**config.mk**
```make
export PLATFORM = sky130hd
export DESIGN_NAME = esp_dma_read_arbiter
export DESIGN_NICKNAME = d
export VERILOG_FILES = /design/src/rtl/esp_dma_read_arbiter.sv
export SDC_FILE = /design/constraint.sdc
export NUM_CORES = 1
export LEC_CHECK = 0
export ABC_AREA = 1
export BUFFER_PORTS_ARGS = -buffer_cell sky130_fd_sc_hd__buf_2
export CORE_AREA = 2 2 136 138
export DETAILED_ROUTE_END_ITERATION = 8
export DIE_AREA = 0 0 138 140
export PLACE_DENSITY = 0.65
export SLEW_MARGIN = 20
export SYNTH_ARGS = -nofsm -noshare
export SYNTH_HDL_FRONTEND = slang
export SYNTH_SLANG_ARGS = --single-unit
```
**constraint.sdc**
```tcl
create_clock -name clk -period 5.15 [get_ports clk]
set_input_delay 0.2575 -clock clk [delete_from_list [all_inputs] [get_ports clk]]
set_output_delay 0.2575 -clock clk [all_outputs]
set_load 0.03 [all_outputs]
```
**src/rtl/esp_dma_read_arbiter.sv**
```systemverilog
`default_nettype none
// ============================================================================
// Module      : esp_dma_read_arbiter
// Description : Shares one ESP DMA read port (ctrl + chnl) between NREQ
//               requesters. Round-robin grant per transaction. The grant is
//               held until every beat of the granted request has returned
//               on the data channel.
// Revision    : 1.0 - initial release
// ----------------------------------------------------------------------------
// Ports
//   clk                       in   1        clock
//   rst_n                     in   1        asynchronous reset, active low
//   req_ctrl_valid_i          in   NREQ     per-requester read request valid
//   req_ctrl_index_i          in   NREQ*LW  per-requester index  [r*LW +: LW]
//   req_ctrl_length_i         in   NREQ*LW  per-requester length in beats
//   req_ctrl_size_i           in   NREQ*3   per-requester beat size code
//   req_ctrl_ready_o          out  NREQ     request accepted (one-hot or zero)
//   req_chnl_valid_o          out  NREQ     data beat valid, owner bit only
//   req_chnl_data_o           out  DW       data, broadcast to all requesters
//   req_chnl_ready_i          in   NREQ     per-requester data ready
//   dma_read_ctrl_valid       out  1        request valid to DMA
//   dma_read_ctrl_data_index  out  LW       request index to DMA
//   dma_read_ctrl_data_length out  LW       request length to DMA
//   dma_read_ctrl_data_size   out  3        request size to DMA
//   dma_read_ctrl_ready       in   1        request ready from DMA
//   dma_read_chnl_valid       in   1        data valid from DMA
//   dma_read_chnl_data        in   DW       data from DMA
//   dma_read_chnl_ready       out  1        data ready to DMA
//   owner_o                   out  clog2    current / last owner index
//   busy_o                    out  1        a transaction is in progress
// ============================================================================
module esp_dma_read_arbiter #(
    parameter int NREQ = 2,
    parameter int DW   = 64,
    parameter int LW   = 32
) (
    input  logic                                 clk,
    input  logic                                 rst_n,
    input  logic [NREQ-1:0]                      req_ctrl_valid_i,
    input  logic [NREQ*LW-1:0]                   req_ctrl_index_i,
    input  logic [NREQ*LW-1:0]                   req_ctrl_length_i,
    input  logic [NREQ*3-1:0]                    req_ctrl_size_i,
    output logic [NREQ-1:0]                      req_ctrl_ready_o,
    output logic [NREQ-1:0]                      req_chnl_valid_o,
    output logic [DW-1:0]                        req_chnl_data_o,
    input  logic [NREQ-1:0]                      req_chnl_ready_i,
    output logic                                 dma_read_ctrl_valid,
    output logic [LW-1:0]                        dma_read_ctrl_data_index,
    output logic [LW-1:0]                        dma_read_ctrl_data_length,
    output logic [2:0]                           dma_read_ctrl_data_size,
    input  logic                                 dma_read_ctrl_ready,
    input  logic                                 dma_read_chnl_valid,
    input  logic [DW-1:0]                        dma_read_chnl_data,
    output logic                                 dma_read_chnl_ready,
    output logic [((NREQ > 1) ? $clog2(NREQ) : 1)-1:0] owner_o,
    output logic                                 busy_o
);

    localparam int OW = (NREQ > 1) ? $clog2(NREQ) : 1;

    typedef enum logic [1:0] {
        S_IDLE = 2'd0,
        S_CTRL = 2'd1,
        S_DATA = 2'd2
    } state_t;

    state_t          r_state;
    state_t          w_state_nxt;
    logic [OW-1:0]   r_owner;
    logic [OW-1:0]   w_owner_nxt;
    logic [OW-1:0]   r_rr_ptr;
    logic [OW-1:0]   w_rr_nxt;
    logic [LW-1:0]   r_len;
    logic [LW-1:0]   w_len_nxt;
    logic [LW-1:0]   r_beat_cnt;
    logic [LW-1:0]   w_cnt_nxt;

    logic [OW-1:0]   w_pick;
    logic            w_any_req;
    int              w_slot;
    logic [OW-1:0]   w_owner_inc;
    logic [LW-1:0]   w_own_index;
    logic [LW-1:0]   w_own_length;
    logic [2:0]      w_own_size;
    logic            w_own_valid;
    logic            w_beat;

    // Fields of the currently latched owner
    assign w_own_index  = req_ctrl_index_i[r_owner*LW +: LW];
    assign w_own_length = req_ctrl_length_i[r_owner*LW +: LW];
    assign w_own_size   = req_ctrl_size_i[r_owner*3 +: 3];
    assign w_own_valid  = req_ctrl_valid_i[r_owner];

    // Owner + 1 modulo NREQ (NREQ need not be a power of two)
    assign w_owner_inc = (r_owner == OW'(NREQ - 1)) ? '0 : r_owner + OW'(1);

    // Round-robin search: scan from the highest distance down so the
    // requester closest to rr_ptr (upward, wrapping) is the last to win.
    always_comb begin
        w_pick    = r_rr_ptr;
        w_any_req = 1'b0;
        w_slot    = 0;
        for (int k = NREQ - 1; k >= 0; k--) begin
            w_slot = int'(r_rr_ptr) + k;
            if (w_slot >= NREQ) begin
                w_slot = w_slot - NREQ;
            end
            if (req_ctrl_valid_i[OW'(w_slot)]) begin
                w_pick    = OW'(w_slot);
                w_any_req = 1'b1;
            end
        end
    end

    assign w_beat = dma_read_chnl_valid && req_chnl_ready_i[r_owner];

    // Next state, next datapath values and all port outputs
    always_comb begin
        w_state_nxt               = r_state;
        w_owner_nxt               = r_owner;
        w_rr_nxt                  = r_rr_ptr;
        w_len_nxt                 = r_len;
        w_cnt_nxt                 = r_beat_cnt;
        dma_read_ctrl_valid       = 1'b0;
        dma_read_ctrl_data_index  = '0;
        dma_read_ctrl_data_length = '0;
        dma_read_ctrl_data_size   = '0;
        req_ctrl_ready_o          = '0;
        req_chnl_valid_o          = '0;
        req_chnl_data_o           = '0;
        dma_read_chnl_ready       = 1'b0;

        case (r_state)
            S_IDLE: begin
                // Grant takes effect next cycle; nothing is forwarded now
                if (w_any_req) begin
                    w_owner_nxt = w_pick;
                    w_state_nxt = S_CTRL;
                end
            end

            S_CTRL: begin
                dma_read_ctrl_valid       = w_own_valid;
                dma_read_ctrl_data_index  = w_own_index;
                dma_read_ctrl_data_length = w_own_length;
                dma_read_ctrl_data_size   = w_own_size;
                req_ctrl_ready_o[r_owner] = dma_read_ctrl_ready;
                if (!w_own_valid) begin
                    // Owner withdrew: give up without advancing the pointer
                    w_state_nxt = S_IDLE;
                end else if (dma_read_ctrl_ready) begin
                    w_len_nxt = w_own_length;
                    w_cnt_nxt = '0;
                    if (w_own_length == '0) begin
                        w_state_nxt = S_IDLE;
                        w_rr_nxt    = w_owner_inc;
                    end else begin
                        w_state_nxt = S_DATA;
                    end
                end
            end

            S_DATA: begin
                req_chnl_valid_o[r_owner] = dma_read_chnl_valid;
                req_chnl_data_o           = dma_read_chnl_data;
                dma_read_chnl_ready       = req_chnl_ready_i[r_owner];
                if (w_beat) begin
                    w_cnt_nxt = r_beat_cnt + LW'(1);
                    if (r_beat_cnt == r_len - LW'(1)) begin
                        w_state_nxt = S_IDLE;
                        w_rr_nxt    = w_owner_inc;
                    end
                end
            end

            default: begin
                w_state_nxt = S_IDLE;
            end
        endcase
    end

    always_ff @(posedge clk or negedge rst_n) begin
        if (!rst_n) begin
            r_state    <= S_IDLE;
            r_owner    <= '0;
            r_rr_ptr   <= '0;
            r_len      <= '0;
            r_beat_cnt <= '0;
        end else begin
            r_state    <= w_state_nxt;
            r_owner    <= w_owner_nxt;
            r_rr_ptr   <= w_rr_nxt;
            r_len      <= w_len_nxt;
            r_beat_cnt <= w_cnt_nxt;
        end
    end

    assign owner_o = r_owner;
    assign busy_o  = (r_state != S_IDLE);

endmodule
`default_nettype wire

```
======== Word-level counts from Yosys, hierarchy flattened ========
Cells that the tools add are included.
word-level totals
  bits in registers ....................... 68
  input port bits ......................... 206
  output and inout bits ................... 139
  logic and storage cells ................. 86
operators by class
  add/sub/neg operators ................... 6
  multipliers ............................. 1
  $lt $le $gt $ge ......................... 6
  eq/ne operators ......................... 10
  shift operators ......................... 3
  multiplexer cells ....................... 42
  bitwise operators ....................... 2
  reduce and logical (&&, ||, !) cells .... 11
operator list
  cell                                                        count
  2-to-1 mux 32 bit                                           5
  indexed part select 64 x 7 -> 32 bit                        2
  2-to-1 mux 64 bit                                           1
  one-hot mux 32 bit (2 select lines)                         1
  adder 32 x 1 -> 32 bit, second input constant               1
  equality test 32 bit                                        1
  zero test 32 bit                                            1
  subtractor 32 x 1 -> 32 bit, second input constant          1
  2-to-1 mux 1 bit                                            23
  2-to-1 mux 2 bit                                            8
  inequality test 2 bit, second input constant                6
  AND reduction 4 bit                                         2
  less-than comparator 1 x 3 -> 1 bit, second input constant  2
  one-hot mux 2 bit (3 select lines)                          1
  AND reduction 6 bit                                         1
  indexed part select 6 x 4 -> 3 bit                          1
  AND 2 bit                                                   2
  nonzero test 2 bit                                          2
  multiplier 1 x 2 -> 3 bit, second input constant            1
  2-to-1 mux 3 bit                                            1
  inequality test 3 bit, second input constant                1
  AND reduction 3 bit                                         1
  adder 1 x 1 -> 2 bit, second input constant                 1
  equality test 2 x 1 -> 1 bit, second input constant         1
  12 further kinds                                            14

======== Longest topological paths before layout ========
  word-level depth ........................ 10
  depth in mapped cells ................... 18
  gate-level depth less buffers ........... 18

======== Worst setup path after synthesis ========
Ideal clock, no wire load.
  kind .................................... register to output
  start ................................... register r_owner, in the netlist owner_o
  end ..................................... output port dma_read_ctrl_data_index[14]
  arrival time ............................ 2.135 ns
  required time ........................... 4.893 ns
  path slack .............................. 2.757 ns
  stages on the path, launching flop included .. 7
  buffers on the path ..................... 4
  cells stage by stage .................... dfrtp_1 buf_6 clkbuf_1 clkbuf_1 buf_2 nand2_1 a21oi_1
on the way
  word-level cells in the longest chain between the ends .. 2
RTL lines
  what                                  RTL line  text
  from (decl)                           69        logic [OW-1:0] r_owner;
  from (signal assigned)                191       r_owner <= w_owner_nxt;
  indexed part select 64 x 7 -> 32 bit  89        assign w_own_index = req_ctrl_index_i[r_owner*LW +: LW];
  2-to-1 mux 32 bit                     133       case (r_state)
  to (decl)                             48        output logic [LW-1:0] dma_read_ctrl_data_index,
Every way passes these cells.

======== Final worst setup path ========
  start ................................... register r_owner, in the netlist owner_o
  end ..................................... register r_rr_ptr
on the way
  word-level cells in the longest chain between the ends .. 6
  elaborated cells between the ends (all ways) .. 19
  classes of those cells .................. add/sub (1); eq/ne (3); shift (1); mux (11); reduce/logical (3)
RTL lines
  what                                                                          RTL line  text
  branches (longest 6 deep; another with indexed part select 64 x 7 -> 32 bit)  --
  to (signal assigned)                                                          192       r_rr_ptr <= w_rr_nxt;
  to (decl)                                                                     71        logic [OW-1:0] r_rr_ptr;
Several ways; the timed one is not identified. The select of a mux whose other input is x is not followed.
A chain may end at the register's enable or synchronous reset.

==> impl_results.md <==
* Status: completed
* Core area at 17780 um^2
* Power density cells at 186.3 nW/um^2
* CTS Hold Buffers Added at 0
* M1 wire length at 11710 um
* Setup_tns at 0 ns
* Clk_skew at 0.006801 ns
* Main combinational cell family by area after synthesis: simple AND/OR/NAND/NOR gates
* Chip Width at 138 um
* F_max at 0.3314 GHz
* Syn Area/Cell at 5.931 um^2
* Io pins at 345
* Register area share after synthesis at 27.40%
* Synth Area in Simple Gates at 40.16%
* CTS H-tree lvls at 3
* Top routing layer used: met5
* Post-route insts no fill at 1603
* Post-Synth Adder-Cell Area at 0.4030%
* # DRC at 0
* Synthesized flop and latch total at 68
* Nets at 1578
* GPL Wtd Cong at 0.9599
* Final ANT Viol Nets at 0
* Synth Area in Compound Gates at 12.57%
* CP Data Required Time at 5.39 ns
* Clock-pin slew on the worst setup and hold paths at 0.05 ns
* Post-CTS Setup Inserts at 0
* Global-route wire length before repair at 42980 um
* Mux contribution to synthesized area at 1.290%
* Layout Utilization at 47.14%
* Post-Syn Area at 6210 um^2
* Die area at 19320 um^2
* Crit Path Class: register to register
* Hold Violations, Final at 0
* Met3 wire length at 2763 um
* CP arrival at 3.25 ns
* Max IR drop VDD at 0.0001333 V
* CTS root buf: clkbuf_16
* Cell count after synthesis at 1047
* Crit path launch type: register
* Post-CTS sizing at 0
* CTS tree: built
* Vias in the first global route at 7191
* Worst skew pair latency at 0.34 ns
* Row Count at 49
* Drt wl/cell at 18.18 um
* RSZ-0062 raised after global routing: no
* Top fanout value on the critical path at 62
* Synthesis warning total at 0
* Initial antenna violation count at 3
* HP Class: input port to asynchronous set/reset pin
* Total CTS buffers at 9
* Xor-xnor portion of the synthesized cell area at 5.440%
* ANT cells at 0
* DP Area at 8110 um^2
* Post-synth EDFFs at 0
* Hpwl dp at 24430 um
* Asr flop ratio synth at 100.0%
* GR Util All Layers at 29.20%
* Ratio of cells with drive above 1 in the final layout at 29.55%
* Fin crit period at 3.017 ns
* Pleak at 4.894 nW
* Syn_nets at 1255
* Most used DFF post-synth: dfrtp_1
* Max Cap Violations at 0
* CP Capture Type: register
* Vias per std cell at 4.892
* Final Setup Violations at 0
* Fin area at 8381 um^2
* Power Total at 1.561 mW
* Total grt overflow at 0
* Port-buffer cells at 344
* # clock sinks at 68
* Final WL at 29140 um
* Max_slew headroom at 30.16%
* Iteration-0 DRC Markers at 664
* Die Y at 140 um
* Fin crit share at 58.59%
* Met2 WL post-DR at 13960 um
* Post-placement cell count at 1588
* Area grow syn2layout at 34.96%
* Routed vias at 7842
* Clk buf depth at 2
* Worst Max-Slew Pin Slew at 1.037 ns
* Distinct cells, synth at 46
* Fin. max-slew vios at 0
* Pin count of the biggest net entering global routing at 69
* TritonRoute pass-1 iters at 5
* Starting Density at 34.93%
## where the power goes
part / internal [mW] / leakage, nW / switching [mW] / total (mW)
Combinational: 0.152 / 3.93 / 0.231 / 0.383
Clock: 0.348 / 0.135 / 0.227 / 0.575
Sequential: 0.565 / 0.829 / 0.0381 / 0.603
Total: 1.07 / 4.89 / 0.496 / 1.56
## routing by layer
layer | vias up | track usage (%)
li1 | 3879 | -
met1 | 3511 | 35.83
met2 | 404 | 50.99
met3 | 46 | 8.342
met4 | 2 | 6.606
met5 | - | 0
## cell families (layout without fill, tap and decap cells)
kind of cell             after synthesis  after routing
buffers and inverters                207            534
adder cells (fa/ha/maj)                2              2
XOR/XNOR                              37             37
multiplexers                           8              8
AO/OA/AOI/OAI                        141            141
flip-flops                            68             68
AND/OR/NAND/NOR                      584            584
## sequential cells by signal (all words and copies together), names as in the netlist
| name | count |
|---|---|
| r_len | 32 |
| r_state | 2 |
| owner_o | 1 |
| r_beat_cnt | 32 |
| r_rr_ptr | 1 |
## metrics by stage
step | worst slack, ns | hold WS, ns
2_1_floorplan | 2.757 | -0.03809
4_1_cts | 2.246 | 0.1711
6_report | 2.133 | 0.1036
3_3_place_gp | 2.371 | 0.4749
5_1_grt | 2.005 | 0.1933
3_5_place_dp | 2.339 | 0.5009
## path summary, 6_finish.rpt
| kind | startpoint | to | slack (ns) | cells past startpoint |
|---|---|---|---|---|
| min in group clk | req_ctrl_valid_i[0] | r_state[0]$_DFFE_PN0P_ | 0.23 | 3 |
| setup / recovery | owner_o$_DFFE_PN0P_ | r_rr_ptr$_DFFE_PN0P_ | 2.13 | 12 |
| max in group asynchronous | rst_n | r_beat_cnt[28]$_DFFE_PN0P_ | 4.42 | 2 |
| setup reg to reg | owner_o$_DFFE_PN0P_ | r_rr_ptr$_DFFE_PN0P_ | 2.13 | 12 |
| hold reg to reg | r_len[1]$_DFFE_PN0P_ | r_len[1]$_DFFE_PN0P_ | 0.51 | 2 |
| hold / removal | rst_n | r_len[23]$_DFFE_PN0P_ | 0.10 | 2 |
## cell type report
class / instances / area, um^2
repair buffers: 350 / 1767
well taps: 229 / 286.5
clock inverters: 2 / 10.01
multi-input cells: 772 / 3717
flip-flops and latches: 68 / 1703
fillers: 1911 / 9399
clock buffers: 13 / 260.3
inverters: 169 / 636.9
## synthesized netlist by cell type (3+ instances only)
cell type | count | area (um^2)
clkbuf_1 | 27 | 101.4
or2_2 | 11 | 68.82
o21ai_0 | 51 | 255.2
o21ai_1 | 5 | 25.02
buf_1 | 7 | 26.28
nor2_4 | 3 | 33.78
o21a_1 | 12 | 90.09
nand3b_1 | 8 | 60.06
nand2_2 | 4 | 25.02
inv_1 | 161 | 604.3
nand2_1 | 280 | 1051
mux2i_1 | 8 | 80.08
dfrtp_1 | 68 | 1702
nor2_2 | 6 | 37.54
nor4_1 | 3 | 18.77
buf_2 | 3 | 15.01
xor2_1 | 23 | 201.4
nor3_1 | 21 | 105.1
nand3_1 | 26 | 130.1
xnor2_1 | 13 | 113.9
clkinv_1 | 3 | 11.26
nand3_2 | 3 | 30.03
inv_2 | 4 | 15.01
nor2_1 | 195 | 732.0
nand4_1 | 14 | 87.58
a21oi_1 | 59 | 295.3
o21bai_1 | 6 | 45.04
## critical path, cell delays in order, from the launching register on
cell and delay [ns]:
dfrtp_2 0.57, inv_2 0.06, buf_4 0.30, o21ai_0 0.88, nand2_1 0.16, nor3_1 0.21
nand4_1 0.11, nor2_1 0.12, nand2_1 0.08, a21oi_1 0.17, nand3_1 0.09, nand2_1 0.09
inv_1 0.04
## cell usage in the layout, fill, tap and decap left out, types with 4 or more instances in the layout
| cell type | instances |
|---|---|
| or2_2 | 11 |
| dfrtp_1 | 67 |
| nor2_2 | 6 |
| nor3_1 | 21 |
| o21a_1 | 12 |
| xnor2_1 | 13 |
| xor2_1 | 23 |
| clkbuf_16 | 9 |
| buf_4 | 6 |
| o21ai_0 | 51 |
| inv_2 | 6 |
| nand3_1 | 26 |
| o21ai_1 | 5 |
| nand4_1 | 14 |
| nand2_1 | 280 |
| o21bai_1 | 6 |
| buf_2 | 344 |
| nand3b_1 | 8 |
| inv_1 | 160 |
| mux2i_1 | 8 |
| a21oi_1 | 59 |
| nand2_2 | 4 |
| nor2_1 | 195 |
Power figures use the tool's default switching activity.
